$ cat src/rtl/rv_enc_pkg.sv
// Shared types and constants for the RV64I instruction encoder.
package rv_enc_pkg;

  typedef enum logic [2:0] {
    FMT_I    = 3'd0,
    FMT_S    = 3'd1,
    FMT_B    = 3'd2,
    FMT_U    = 3'd3,
    FMT_J    = 3'd4,
    FMT_LI32 = 3'd5
  } fmt_e;

  typedef enum logic {
    IDLE  = 1'b0,
    EMIT2 = 1'b1
  } enc_state_e;

  localparam logic [6:0]  OP_IMM   = 7'h13;
  localparam logic [6:0]  OP_IMM32 = 7'h1B;
  localparam logic [6:0]  OP_LUI   = 7'h37;
  localparam logic [31:0] NOP      = 32'h0000_0013;

  // True when v[63:msb] is a pure sign extension, i.e. v fits in msb+1 signed bits.
  function automatic logic sext_ok(input logic [63:0] v, input int unsigned msb);
    logic [63:0] t;
    t = 64'($signed(v) >>> msb);
    return (t == '0) || (t == '1);
  endfunction

endpackage

$ cat src/rtl/instr_pack.sv
// Combinational field packing and immediate range checks; zero latency.
// No state and no handshake: the caller samples the result on its accept edge.
module instr_pack
  import rv_enc_pkg::*;
(
  input  logic [2:0]  fmt,
  input  logic [6:0]  opcode,
  input  logic [2:0]  funct3,
  input  logic [4:0]  rd,
  input  logic [4:0]  rs1,
  input  logic [4:0]  rs2,
  input  logic [63:0] imm,
  output logic [31:0] word0,
  output logic [31:0] word1,
  output logic        two_beat,
  output logic        err
);

  logic [11:0] lo;
  logic [19:0] hi;

  // (imm + 0x800) >> 12 on 32 bits: the rounding carry into bit 12 is just imm[11].
  assign lo = imm[11:0];
  assign hi = imm[31:12] + {19'd0, imm[11]};

  always_comb begin
    word0    = NOP;
    word1    = NOP;
    two_beat = 1'b0;
    err      = 1'b0;
    case (fmt_e'(fmt))
      FMT_I: begin
        err   = !sext_ok(imm, 11);
        word0 = {imm[11:0], rs1, funct3, rd, opcode};
      end
      FMT_S: begin
        err   = !sext_ok(imm, 11);
        word0 = {imm[11:5], rs2, rs1, funct3, imm[4:0], opcode};
      end
      FMT_B: begin
        err   = !sext_ok(imm, 12) || imm[0];
        word0 = {imm[12], imm[10:5], rs2, rs1, funct3, imm[4:1], imm[11], opcode};
      end
      FMT_U: begin
        err   = (imm[11:0] != 12'd0) || !sext_ok(imm, 31);
        word0 = {imm[31:12], rd, opcode};
      end
      FMT_J: begin
        err   = !sext_ok(imm, 20) || imm[0];
        word0 = {imm[20], imm[10:1], imm[11], imm[19:12], rd, opcode};
      end
      FMT_LI32: begin
        err = !sext_ok(imm, 31);
        if (hi == 20'd0) begin
          word0 = {lo, 5'd0, 3'd0, rd, OP_IMM};
        end else if (lo == 12'd0) begin
          word0 = {hi, rd, OP_LUI};
        end else begin
          word0    = {hi, rd, OP_LUI};
          word1    = {lo, rd, 3'd0, rd, OP_IMM32};
          two_beat = 1'b1;
        end
      end
      default: err = 1'b1;
    endcase
    if (err) begin
      word0    = NOP;
      word1    = NOP;
      two_beat = 1'b0;
    end
  end

endmodule

$ cat src/rtl/instr_encoder.sv
// Encodes RV64I requests into 32-bit words (LI32 expands to one or two words); 1-cycle registered latency.
// Backpressure: req_ready drops while the output word is stalled or a second LI32 word is pending.
module instr_encoder
  import rv_enc_pkg::*;
(
  input  logic        clk,
  input  logic        rst_n,
  input  logic        req_valid,
  output logic        req_ready,
  input  logic [2:0]  req_fmt,
  input  logic [6:0]  req_opcode,
  input  logic [2:0]  req_funct3,
  input  logic [4:0]  req_rd,
  input  logic [4:0]  req_rs1,
  input  logic [4:0]  req_rs2,
  input  logic [63:0] req_imm,
  output logic        out_valid,
  input  logic        out_ready,
  output logic [31:0] out_instr,
  output logic        out_err,
  output logic        out_last
);

  enc_state_e  state;
  enc_state_e  state_nxt;
  logic        accept;
  logic        load2;
  logic [31:0] pk_word0;
  logic [31:0] pk_word1;
  logic        pk_two;
  logic        pk_err;
  logic [31:0] pend_instr;

  instr_pack u_pack (
    .fmt      (req_fmt),
    .opcode   (req_opcode),
    .funct3   (req_funct3),
    .rd       (req_rd),
    .rs1      (req_rs1),
    .rs2      (req_rs2),
    .imm      (req_imm),
    .word0    (pk_word0),
    .word1    (pk_word1),
    .two_beat (pk_two),
    .err      (pk_err)
  );

  always_ff @(posedge clk) begin
    if (!rst_n) state <= IDLE;
    else        state <= state_nxt;
  end

  always_comb begin
    state_nxt = state;
    case (state)
      IDLE:    if (accept && pk_two) state_nxt = EMIT2;
      EMIT2:   if (load2)            state_nxt = IDLE;
      default: state_nxt = IDLE;
    endcase
  end

  // In EMIT2 the output register always holds the first LI32 word, so out_ready alone frees it.
  always_comb begin
    req_ready = rst_n && (state == IDLE) && (!out_valid || out_ready);
    accept    = req_valid && req_ready;
    load2     = rst_n && (state == EMIT2) && out_ready;
  end

  always_ff @(posedge clk) begin
    if (!rst_n) begin
      out_valid <= 1'b0;
      out_instr <= 32'd0;
      out_err   <= 1'b0;
      out_last  <= 1'b0;
    end else if (accept) begin
      out_valid <= 1'b1;
      out_instr <= pk_word0;
      out_err   <= pk_err;
      out_last  <= !pk_two;
    end else if (load2) begin
      out_valid <= 1'b1;
      out_instr <= pend_instr;
      out_err   <= 1'b0;
      out_last  <= 1'b1;
    end else if (out_ready) begin
      out_valid <= 1'b0;
    end
  end

  always_ff @(posedge clk) begin
    if (accept) pend_instr <= pk_word1;
  end

endmodule

$ cat config.mk
export PLATFORM = sky130hd
export DESIGN_NAME = instr_encoder
export DESIGN_NICKNAME = d
export VERILOG_FILES = /design/src/rtl/rv_enc_pkg.sv /design/src/rtl/instr_pack.sv /design/src/rtl/instr_encoder.sv
export SDC_FILE = /design/constraint.sdc
export NUM_CORES = 1
export LEC_CHECK = 0
export ABC_CLOCK_PERIOD_IN_PS = 4100
export BUFFER_PORTS_ARGS = -buffer_cell sky130_fd_sc_hd__buf_4
export CAP_MARGIN = 20
export CORE_UTILIZATION = 38
export DETAILED_ROUTE_END_ITERATION = 8
export GPL_ROUTABILITY_DRIVEN = 0
export SKIP_LAST_GASP = 1
export SYNTH_ARGS = -nofsm -noshare
export SYNTH_HDL_FRONTEND = slang
export SYNTH_SLANG_ARGS = --single-unit
$ cat constraint.sdc
create_clock -name clk -period 4.1 [get_ports clk]
set_input_delay 0.205 -clock clk [delete_from_list [all_inputs] [get_ports clk]]
set_output_delay 0.205 -clock clk [all_outputs]
set_load 0.03 [all_outputs]
==> reports/results.ini <==
[floorplan]
core_um2 = 9860
i_o_pins = 132
die_height_um = 103
placement_rows = 36
starting_density_of_the_core_pct = 39.4
die_outline_width_um = 103
dieArea_um2 = 10600

[power_and_ir_drop]
power.clock.fraction_pct = 25.4
cellPowerDensity_nw_per_um2 = 254
power_leakage_nw = 1.95
combinational_power_share_pct = 28.2
vdd_drop_max_mv = 0.178
power.sequential.fraction_pct = 46.4
power_switching_mw = 0.403
p_sw_share_pct = 31.7
cellInternalPower_mw = 0.868

[critical_path]
worst_ep_required_time_ns = 4.28
startpoint_type = input pin
timing.critical_path.fanout_max = 9
worstPathArrival_ns = 3.05
crit_path_end_kind = register
critical_path_class = in2reg

[timing]
setup_tns_ns = 0
grt_setup_unrepaired = no
setup_viol = 0
timing.max_slew.rel_slack_pct = 45.2
worst-slew-pin-transition_ns = 0.819
report.final.hold_viol_count = 0
finalCritPeriodShare_pct = 70.1
final.setup_skew_ns = 0.0115
clock.fmax_mhz = 348
period_minus_ws_final_ns = 2.88
slew_viol_final = 0

[clock_network]
cts_hold_repair.buffers = 0
clock_input_transition_at_the_sequential_cells_of_the_worst_setup_and_hold_paths_ns = 0.11
clock_sink_count = 54
worstSkewPairLatency_ns = 0.31
total_clock_buffers_created_by_cts = 5
cts.htree.levels = 2
cts-root-to-sink-buffers = 2
clock_tree.root_cell = clkbuf_8
cts_tree = done
postCtsResizedCells = 0
cts_setup_buffers = 0

[finish]
core_occupancy_in_the_finished_layout_pct = 50.7
n_antenna_cell = 0
nets = 676
fraction_of_final_layout_cells_sized_beyond_drive_strength_1_pct = 29.2
syn_to_final_growth_pct = 28.6

[synthesis]
synth.distinct_cells = 70
syn_area_um2 = 3890
synth_top_cells_by_count = nand2_1, dfxtp_1, o21ai_0, nor2_1, clkbuf_1
synth.ff_latch_count = 54
synth.avg_cell_area_um2 = 8.26
synth_seq_area_share_pct = 32.4
syn_inst = 471
synth-edff-count = 18
syn_nets = 570
yosys_most_used_dff = dfxtp_1
synth_warnings = 0
postSynth.asyncResetShare_pct = 0
synth_top_area_share_pct = 18.5
largest_cells_by_area_after_synthesis = dfxtp_1, edfxtp_1, o21ai_0, nand2_1, nor2_1
synth_area_leader_cell = dfxtp_1
synth_most_common_cell = nand2_1

[global_route]
grt_pass1_wl_um = 21000
grt_remaining_overflow = 0
grt_antenna_before_repair = 0
grt_use_total_pct = 25.9
largest_net_degree_at_the_start_of_global_routing = 29
vias_in_the_first_global_route = 4041

[drt]
drc_errors = 0
detailroute.via_count = 4228
detail_route.wl_per_cell_um = 19.0
antenna_left = 0
drtPass1Iterations = 6
first_iter_violations = 303
drt-total-wl_um = 13500
vias_per_cell = 5.95

[place]
io_buffers = 131
hpwlAfterDp_um = 10500

[status]
outcome = finished, final reports clean

[worst_hold_path]
hold_class = in2reg

[run]
maxCapViolations = 0

[cells by family after synthesis]
group                    synth area share (%)
buffers and inverters                    5.24
flip-flops                               32.4
XOR/XNOR                                 4.95
AND/OR/NAND/NOR                          27.0
adder cells (fa/ha/maj)                 0.965
AO/OA/AOI/OAI                            27.1
multiplexers                             2.41
[per-layer routing]
layer	vias to the layer above	track usage (%)	share of wire, %
met3	25	4.50	7.3
met5	-	0	0
met1	2006	34.2	44
met2	192	42.2	46
li1	2005	-	-
met4	0	10.3	2.7
[flip-flops by register name, summed over array words and instances (netlist names)]
signal and cells:
state 1, out_last 1, out_err 1, out_instr 32, out_valid 1, pend_instr 18
[layout make-up]
type / instances / area [um^2]
sequential: 54 / 1260
clock buffer: 6 / 82.6
fill: 947 / 4860
inverter: 8 / 30.0
timing repair buffer: 136 / 1020
clock inverter: 2 / 16.3
multi-input combinational: 372 / 2420
tap: 133 / 166
[critical path: stages]
cell and delay [ns]:
buf_4 0.12, ha_1 0.21, ha_1 0.29, nand3_2 0.27, nor2_1 0.40, nand4_1 0.15, a221oi_1 0.44, and3_1 0.42
nor2_1 0.14, a221oi_1 0.33, a211oi_1 0.07
[cells in the final DEF (no fill, tap or decap), drive strengths merged, types with 4 or more instances in the layout]
cell,Yosys,final
mux2i,6,6
xnor2,13,13
nand3,15,15
inv,8,9
dfxtp,36,36
o21ai,37,37
and2,18,18
edfxtp,18,18
a2bb2oi,5,5
buf,16,136
o21a,5,5
a221oi,6,6
and3,8,8
nand2b,4,4
a21o,4,4
nand2,42,42
a21oi,21,21
o211a,4,4
nor3,21,21
nand4,20,20
clkbuf,21,6
nor2,33,33
nor4,19,19
xor2,9,9
o221ai,5,5
a31oi,6,6
a22oi,10,10
a211oi,13,13
[power groups by stage]
stage	Combinational, mW	Clock (mW)	Sequential, mW
after global placement	0.351	0	0.601
after detailed placement	0.354	0	0.602
after CTS	0.356	0.329	0.590
after global routing	0.388	0.344	0.592
after floorplan	0.163	0	0.633
final	0.358	0.323	0.590
[final timing paths]
kind | start | slack, ns | depth (start not counted) | to
setup / recovery | req_imm[11] | 1.22 | 11 | out_instr[18]
hold / removal | out_ready | 0.1 | 2 | state
setup reg to reg | out_valid | 1.66 | 8 | out_instr[6]
hold reg to reg | out_instr[12] | 0.51 | 2 | out_instr[12]
[stage by stage]
step	instances	power (mW)	setup WS, ns	hold slack [ns]	instance area, um^2
finish	711	1.27	1.22	0.0981	5000
global route	711	1.32	0.953	0.0983	5000
CTS	711	1.27	1.31	0.0933	5000
detailed placement	703	0.956	0.979	0.436	4900
global placement	703	0.953	1.13	0.421	4900
floorplan	471	0.796	0.870	0.306	3890
(Power assumes the default switching activity.)
